[config.mk]
export PLATFORM = sky130hd
export DESIGN_NAME = alu4_op_sequencer
export DESIGN_NICKNAME = d
export VERILOG_FILES = /design/src/rtl/alu4_op_sequencer_pkg.sv /design/src/rtl/alu4_adder4.sv /design/src/rtl/alu4_negator4.sv /design/src/rtl/alu4_op_sequencer.sv
export SDC_FILE = /design/constraint.sdc
export NUM_CORES = 1
export LEC_CHECK = 0
export CORE_ASPECT_RATIO = 1.75
export CORE_MARGIN = 5
export CORE_UTILIZATION = 47
export CTS_CLUSTER_SIZE = 25
export DETAILED_ROUTE_END_ITERATION = 8
export PLACE_DENSITY = 0.75
export SYNTH_ARGS = -nofsm -noshare
export SYNTH_HDL_FRONTEND = slang
export SYNTH_SLANG_ARGS = --single-unit
[constraint.sdc]
create_clock -name clock -period 2.55 [get_ports clock]
set_input_delay 0.51 -clock clock [delete_from_list [all_inputs] [get_ports clock]]
set_output_delay 0.51 -clock clock [all_outputs]
set_load 0.01 [all_outputs]
[src/rtl/alu4_op_sequencer_pkg.sv]
`default_nettype none
// ============================================================================
//  Module   : alu4_op_sequencer_pkg
//  Purpose  : Opcode constants and FSM state encoding shared by the 4-bit
//             ALU operation sequencer and its test environment.
//  Revision : 1.0 - initial release
// ============================================================================
package alu4_op_sequencer_pkg;

  // Opcode encoding presented on reqOp
  localparam logic [1:0] OP_ADD = 2'b00;
  localparam logic [1:0] OP_SUB = 2'b01;
  localparam logic [1:0] OP_NEG = 2'b10;
  localparam logic [1:0] OP_ABS = 2'b11;

  // Sequencer states
  typedef enum logic [1:0] {
    ST_IDLE   = 2'd0,
    ST_NEGATE = 2'd1,
    ST_ADD    = 2'd2,
    ST_RESP   = 2'd3
  } state_t;

endpackage
`default_nettype wire

[src/rtl/alu4_adder4.sv]
`default_nettype none
// ============================================================================
//  Module   : alu4_adder4
//  Purpose  : Purely combinational 4-bit adder. Bit 4 of the sum is the
//             unsigned carry out.
//  Revision : 1.0 - initial release
// ============================================================================
module alu4_adder4 (
  input  logic [3:0] a_i,
  input  logic [3:0] b_i,
  output logic [4:0] sum_o
);

  // Zero-extend both operands so the carry lands in bit 4
  assign sum_o = {1'b0, a_i} + {1'b0, b_i};

endmodule
`default_nettype wire

[src/rtl/alu4_negator4.sv]
`default_nettype none
// ============================================================================
//  Module   : alu4_negator4
//  Purpose  : 4-bit two's-complement negator (y = -a). The negation of
//             1000 wraps to 1000; callers flag that case as overflow.
//  Revision : 1.0 - initial release
// ============================================================================
module alu4_negator4 (
  input  logic [3:0] a_i,
  output logic [3:0] y_o
);

  // Invert and add one
  assign y_o = (~a_i) + 4'd1;

endmodule
`default_nettype wire

[src/rtl/alu4_op_sequencer.sv]
`default_nettype none
// ============================================================================
//  Module   : alu4_op_sequencer
//  Purpose  : Multi-cycle controller executing ADD/SUB/NEG/ABS on 4-bit
//             two's-complement operands using one shared negator and one
//             shared adder. Valid/ready on both request and response sides.
//  Revision : 1.0 - initial release
// ============================================================================
module alu4_op_sequencer
  import alu4_op_sequencer_pkg::*;
#(
  parameter int CNT_W = 8
) (
  input  logic             clock,
  input  logic             reset,
  input  logic             reqValid,
  output logic             reqReady,
  input  logic [1:0]       reqOp,
  input  logic [3:0]       reqA,
  input  logic [3:0]       reqB,
  output logic             respValid,
  input  logic             respReady,
  output logic [3:0]       respResult,
  output logic             respCarry,
  output logic             respOverflow,
  output logic             respZero,
  output logic             respNeg,
  output logic [CNT_W-1:0] opCount
);

  localparam logic [CNT_W-1:0] CNT_ONE = CNT_W'(1);

  state_t           state_q;
  logic [1:0]       op_q;
  logic [3:0]       a_q;
  logic [3:0]       b_q;
  logic [3:0]       opb_q;      // negated B, captured in NEGATE for SUB
  logic [3:0]       result_q;
  logic             carry_q;
  logic             ovf_q;
  logic             zero_q;
  logic             neg_q;
  logic [CNT_W-1:0] count_q;

  logic [3:0]       neg_in;
  logic [3:0]       neg_out;
  logic [3:0]       add_b;
  logic [4:0]       sum;
  logic [3:0]       unary_res;
  logic             add_ovf;

  alu4_negator4 u_neg (
    .a_i (neg_in),
    .y_o (neg_out)
  );

  alu4_adder4 u_add (
    .a_i   (a_q),
    .b_i   (add_b),
    .sum_o (sum)
  );

  // Operand steering for the shared units and overflow of the add step.
  // SUB overflow is judged against the original B so that B=1000 (whose
  // negation wraps to itself) still reports the true signed overflow.
  always_comb begin
    neg_in    = (op_q == OP_SUB) ? b_q : a_q;
    add_b     = (op_q == OP_SUB) ? opb_q : b_q;
    unary_res = ((op_q == OP_ABS) && !a_q[3]) ? a_q : neg_out;
    if (op_q == OP_SUB) begin
      add_ovf = (a_q[3] != b_q[3]) && (sum[3] != a_q[3]);
    end else begin
      add_ovf = (a_q[3] == b_q[3]) && (sum[3] != a_q[3]);
    end
  end

  // Sequencer FSM with operand, result, flag and counter registers
  always_ff @(posedge clock or posedge reset) begin
    if (reset) begin
      state_q  <= ST_IDLE;
      op_q     <= 2'b00;
      a_q      <= 4'b0000;
      b_q      <= 4'b0000;
      opb_q    <= 4'b0000;
      result_q <= 4'b0000;
      carry_q  <= 1'b0;
      ovf_q    <= 1'b0;
      zero_q   <= 1'b0;
      neg_q    <= 1'b0;
      count_q  <= '0;
    end else begin
      case (state_q)
        ST_IDLE: begin
          if (reqValid) begin
            op_q    <= reqOp;
            a_q     <= reqA;
            b_q     <= reqB;
            state_q <= (reqOp == OP_ADD) ? ST_ADD : ST_NEGATE;
          end
        end
        ST_NEGATE: begin
          if (op_q == OP_SUB) begin
            opb_q   <= neg_out;
            state_q <= ST_ADD;
          end else begin
            result_q <= unary_res;
            carry_q  <= 1'b0;
            ovf_q    <= (a_q == 4'b1000);
            zero_q   <= (unary_res == 4'b0000);
            neg_q    <= unary_res[3];
            state_q  <= ST_RESP;
          end
        end
        ST_ADD: begin
          result_q <= sum[3:0];
          carry_q  <= sum[4];
          ovf_q    <= add_ovf;
          zero_q   <= (sum[3:0] == 4'b0000);
          neg_q    <= sum[3];
          state_q  <= ST_RESP;
        end
        ST_RESP: begin
          if (respReady) begin
            count_q <= count_q + CNT_ONE;
            state_q <= ST_IDLE;
          end
        end
        default: state_q <= ST_IDLE;
      endcase
    end
  end

  assign reqReady     = (state_q == ST_IDLE);
  assign respValid    = (state_q == ST_RESP);
  assign respResult   = result_q;
  assign respCarry    = carry_q;
  assign respOverflow = ovf_q;
  assign respZero     = zero_q;
  assign respNeg      = neg_q;
  assign opCount      = count_q;

endmodule
`default_nettype wire

### Word-level counts from Yosys, hierarchy flattened

Index checks and enable logic that the tools add are counted.

| word-level totals | value |
|---|---|
| bits in registers | 32 |
| output and inout bits | 18 |
| word-level logic and storage cells | 60 |

| cells by class | value |
|---|---|
| add/sub/neg operators | 3 |
| equal/unequal tests | 12 |
| muxes and demuxes | 19 |
| bitwise logic cells | 1 |
| reductions and logical operators | 14 |

Operator list:

| kind | number |
|---|---|
| 2-to-1 mux 4 bit | 4 |
| AND reduction 2 bit | 5 |
| adder 8 x 1 -> 8 bit (second input constant) | 1 |
| zero test 4 bit | 2 |
| one-hot mux 1 bit (2 select lines) | 4 |
| one-hot mux 2 bit (4 select lines) | 1 |
| one-hot mux 4 bit (2 select lines) | 1 |
| equality test 2 bit (second input constant) | 3 |
| 2-to-1 mux 1 bit | 6 |
| 2-to-1 mux 2 bit | 3 |
| adder 4 x 4 -> 5 bit | 1 |
| adder 4 x 1 -> 4 bit (second input constant) | 1 |
| equality test 2 x 1 -> 1 bit (second input constant) | 2 |
| equality test 4 bit (second input constant) | 1 |
| zero test 2 bit | 2 |
| != test 2 bit (second input constant) | 2 |
| NOT 4 bit | 1 |
| logical AND 1 bit | 3 |
| != test 1 bit | 2 |
| != test 2 x 1 -> 1 bit (second input constant) | 1 |
| nonzero test 2 bit | 1 |
| equality test 1 bit | 1 |
| zero test 1 bit | 1 |

### Longest topological paths before layout

| depth | value |
|---|---|
| depth after elaboration | 8 |
| mapped depth | 10 |
| mapped depth without buffers | 9 |

### Cells and area by module

From an unflattened synthesis, not the netlist that was laid out.

| unflattened totals | value |
|---|---|
| cells, all modules | 159 |
| area, all modules | 1,804.2 µm² |

Modules (own cells, without submodules):

| module | instances | cells an instance | area an instance (µm²) | sequential area each (µm²) |
|---|---|---|---|---|
| alu4_op_sequencer | 1 | 136 | 1,612.8 | 775.7 |
| alu4_adder4 | 1 | 16 | 136.4 | 0.0 |
| alu4_negator4 | 1 | 7 | 55.1 | 0.0 |

### Least setup slack after synthesis

No wires, ideal clock.

| path | value |
|---|---|
| path kind | register to register |
| from | register op_q[1] |
| to | register zero_q (netlist: respZero) |
| setup time | 101 ps |
| arrival | 2,360 ps |
| required time | 2,449 ps |
| setup slack | 89 ps |
| cell stages (with the launch flop) | 10 |
| period minus slack after synthesis | 2,461 ps |
| path through | dfrtp_1 > nand2b_1 > buf_2 > nand2_1 > nand2_1 > ha_1 > fa_1 > or4_1 > or3_1 > o311ai_2 |

| on the way | value |
|---|---|
| longest elaborated chain between the ends | 8 |
| elaborated cells on any way between the ends | 15 |

Ends and longest elaborated chain:

| element | RTL line | source |
|---|---|---|
| from (decl) | alu4_op_sequencer.sv:34 | `logic [1:0] op_q;` |
| from (signal assigned) | alu4_op_sequencer.sv:95 | `op_q <= reqOp;` |
| equality test 2 x 1 -> 1 bit | alu4_op_sequencer.sv:67, alu4_op_sequencer.sv:68, alu4_op_sequencer.sv:102 |  |
| 2-to-1 mux 4 bit | alu4_op_sequencer.sv:67 | `neg_in = (op_q == OP_SUB) ? b_q : a_q;` |
| NOT 4 bit | alu4_negator4.sv:14 | `assign y_o = (~a_i) + 4'd1;` |
| adder 4 x 1 -> 4 bit | alu4_negator4.sv:14 |  |
| 2-to-1 mux 4 bit | alu4_op_sequencer.sv:69 | `unary_res = ((op_q == OP_ABS) && !a_q[3]) ? a_q : neg_out;` |
| zero test 4 bit | alu4_op_sequencer.sv:109 | `zero_q <= (unary_res == 4'b0000);` |
| 2-to-1 mux 1 bit | alu4_op_sequencer.sv:102 | `if (op_q == OP_SUB) begin` |
| one-hot mux 1 bit (2 select lines) | alu4_op_sequencer.sv:92 | `case (state_q)` |
| to (signal assigned) | alu4_op_sequencer.sv:109 |  |
| to (signal assigned) | alu4_op_sequencer.sv:118 | `zero_q <= (sum[3:0] == 4'b0000);` |
| to (decl) | alu4_op_sequencer.sv:41 | `logic zero_q;` |

Several ways; a longest one is shown, not always the timed one. The select of a mux whose other input is x is not followed.
A chain may end at the register's enable or synchronous reset.

### Worst setup path after layout

Ends and elaborated chain as after synthesis.

==> out/qor.txt <==
Row count - 30
Total power - 3270 uW
Most frequent cells in the layout - 31 x clkdlybuf4s50_1, 30 x nand2_1, 30 x dfrtp_1, 13 x mux2_2
Maximum vdd drop - 0.735 mV
Actual slew at the worst max-slew pin - 0.481 ns
Reg area - 777 sq um
Clk pin slew, worst setup/hold paths - 0.07 ns
Syn. warnings - 0
Most used cell, CP - nand2_1
Worst-case clock buffer depth - 2
Fin crit share - 0.945
Root Driver - clkbuf_8
CTS buffer count - 5
Most common library cell in the layout ignoring fill and taps - clkdlybuf4s50_1
Tmin final - 2.41 ns
Syn-to-layout area delta - 26.0%
Pin count of the biggest net entering global routing - 32
Via count - 1431
Relative max-transition margin - 0.677
Sink Count - 31
Mean Syn Cell Area - 10.1 sq um
Post-synthesis cell type count - 45
Hold Crit Class - flip-flop to flip-flop
Post-Syn Instances - 180
Sequential fraction of the synthesis area - 0.425
Status - complete, no violations
Cell Chain, Critical Path - nand2b_1 -> nand2_1 -> nand2_1 -> ha_1 -> fa_1 -> xor2_1 -> or4_1 -> or3_1 -> o311ai_2
Crit Path Class - flip-flop to flip-flop
CP required - 2.74 ns
Dpl hpwl - 3170 um
First drt pass iteration count - 4
Die H - 92.4 um
Worst setup EP type - flip-flop
Post-Syn Nets - 206
Global placement routability congestion - 0.909
Die Area - 5280 sq um
Fmax - 415 MHz
First-pass GRT wire length - 6950 um
Initial Util - 0.477
Vias/cell - 5.38
Core area - 3830 sq um
All-Layer GR Usage - 0.170
Layout Nets - 243
Post-synth EDFFs - 0
Resize count post-CTS - 0
IO Pins - 32
CP max FO - 4
DRT Wirelength - 4010 um
Hold Buf Count CTS - 0
Final setup viols - 0
Max Transition Viols Final - 0
Cell Area, Synth - 1830 sq um
Wire per inst - 15.1 um
CP arrival - 2.60 ns
Setup bufs post-CTS - 0
Starting DRT DRC Count - 30
Antenna Diode Count - 0
DRC - 0
H-tree depth - 2
Max Cap Violations - 0
CP startpoint kind - flip-flop
Port bufs - 31
Crit-path slowest cell - dfrtp_1
Initial antenna violation count - 0
Synth Register Bits - 31
Post-synthesis async set-or-reset flop share - 1.00
CP peak stage delay - 0.41 ns
Leakage - 0.00102 uW
Commonest register cell after synthesis - dfrtp_1
Chip width - 57.1 um
Final ANT Viol Nets - 0
Layout cells sized above 1 - 0.151
Setup TNS - 0 ns
Final Hold Fails - 0
Multi-input logic area - 981 sq um
RSZ-0062 raised after global routing - no
GRT overflow - 0
Skew final - 0.00664 ns
Register-to-register setup slack - 0.14 ns
CTS tree - yes
Pwr Density - 1420 nW/um^2
Number of global-route vias before repair - 1550
Clock insertion delay at the later pin of the skew report - 0.29 ns
Fillers - 364
-- critical path: cells and delay by family (launching register included) --
| family | cells | cell delay (ns) |
|---|---|---|
| flip-flops | 1 | 0.41 |
| AO/OA/AOI/OAI | 1 | 0.09 |
| XOR/XNOR | 1 | 0.18 |
| adder cells (fa/ha/maj) | 2 | 0.61 |
| AND/OR/NAND/NOR | 5 | 1.04 |
-- cell type report --
type,count,share of cell area
repair buffers,37,0.155
multi-input cells,135,0.427
inverters,7,0.0114
flip-flops and latches,31,0.338
well taps,48,0.0261
clock buffers,8,0.0435
-- state kept, by name (all words and copies together) (netlist names) --
| name | count |
|---|---|
| respCarry | 1 |
| respOverflow | 1 |
| a_q | 4 |
| respResult | 4 |
| b_q | 4 |
| state_q | 2 |
| opCount | 8 |
| respZero | 1 |
| op_q | 2 |
| opb_q | 4 |
-- power by group --
group | switching (uW) | total (uW) | internal (uW)
Sequential | 251 | 959 | 708
Clock | 184 | 430 | 246
Combinational | 940 | 1880 | 944
Total | 1380 | 3270 | 1900
-- through the flow --
stage / hold slack, ns / cells / instance area [sq um] / worst slack [ns] / util
2_1_floorplan: 0.450 / 180 / 1830 / 0.0894 / -
3_3_place_gp: 0.459 / 258 / 2200 / 0.172 / 0.574
3_5_place_dp: 0.465 / 258 / 2200 / 0.139 / 0.574
4_1_cts: 0.477 / 266 / 2300 / 0.135 / 0.600
5_1_grt: 0.495 / 266 / 2300 / 0.0126 / 0.601
6_report: 0.474 / 266 / 2300 / 0.141 / 0.601
-- metal layers --
| metal | track usage | share of wire | vias to the layer above |
|---|---|---|---|
| met5 | 0 | 0 | - |
| met4 | 0.103 | 0.039 | 0 |
| met3 | 0.0363 | 0.040 | 15 |
| met2 | 0.319 | 0.55 | 41 |
| met1 | 0.162 | 0.37 | 679 |
| li1 | - | - | 696 |
-- cells by family after synthesis --
logic type	synth area share
adder cells (fa/ha/maj)	0.0864
multiplexers	0.109
AND/OR/NAND/NOR	0.147
AO/OA/AOI/OAI	0.128
XOR/XNOR	0.0672
flip-flops	0.425
buffers and inverters	0.0377
-- Yosys cell counts (3+ instances only) --
library cell / count / area, sq um
nor3_1: 3 / 15.0
nand3_1: 6 / 30.0
o21ai_0: 7 / 35.0
dfrtp_1: 31 / 776
xor2_1: 7 / 61.3
mux2i_1: 3 / 30.0
nand2_1: 30 / 113
mux2_2: 13 / 146
a21oi_1: 5 / 25.0
ha_1: 11 / 138
clkbuf_1: 3 / 11.3
nor2_1: 11 / 41.3
xnor2_1: 7 / 61.3
inv_1: 7 / 26.3
-- worst paths after layout --
path	cells past startpoint	endpoint	from
worst max-delay path	9	respZero	op_q[1]
worst min-delay path	1	opCount[7]	opCount[7]
worst max register to register	9	respZero	op_q[1]
worst min register to register	1	opCount[7]	opCount[7]
max in group asynchronous	3	op_q[0]	reset
min in group asynchronous	3	a_q[3]	reset
Note: power is estimated with default switching activity, not from simulation.
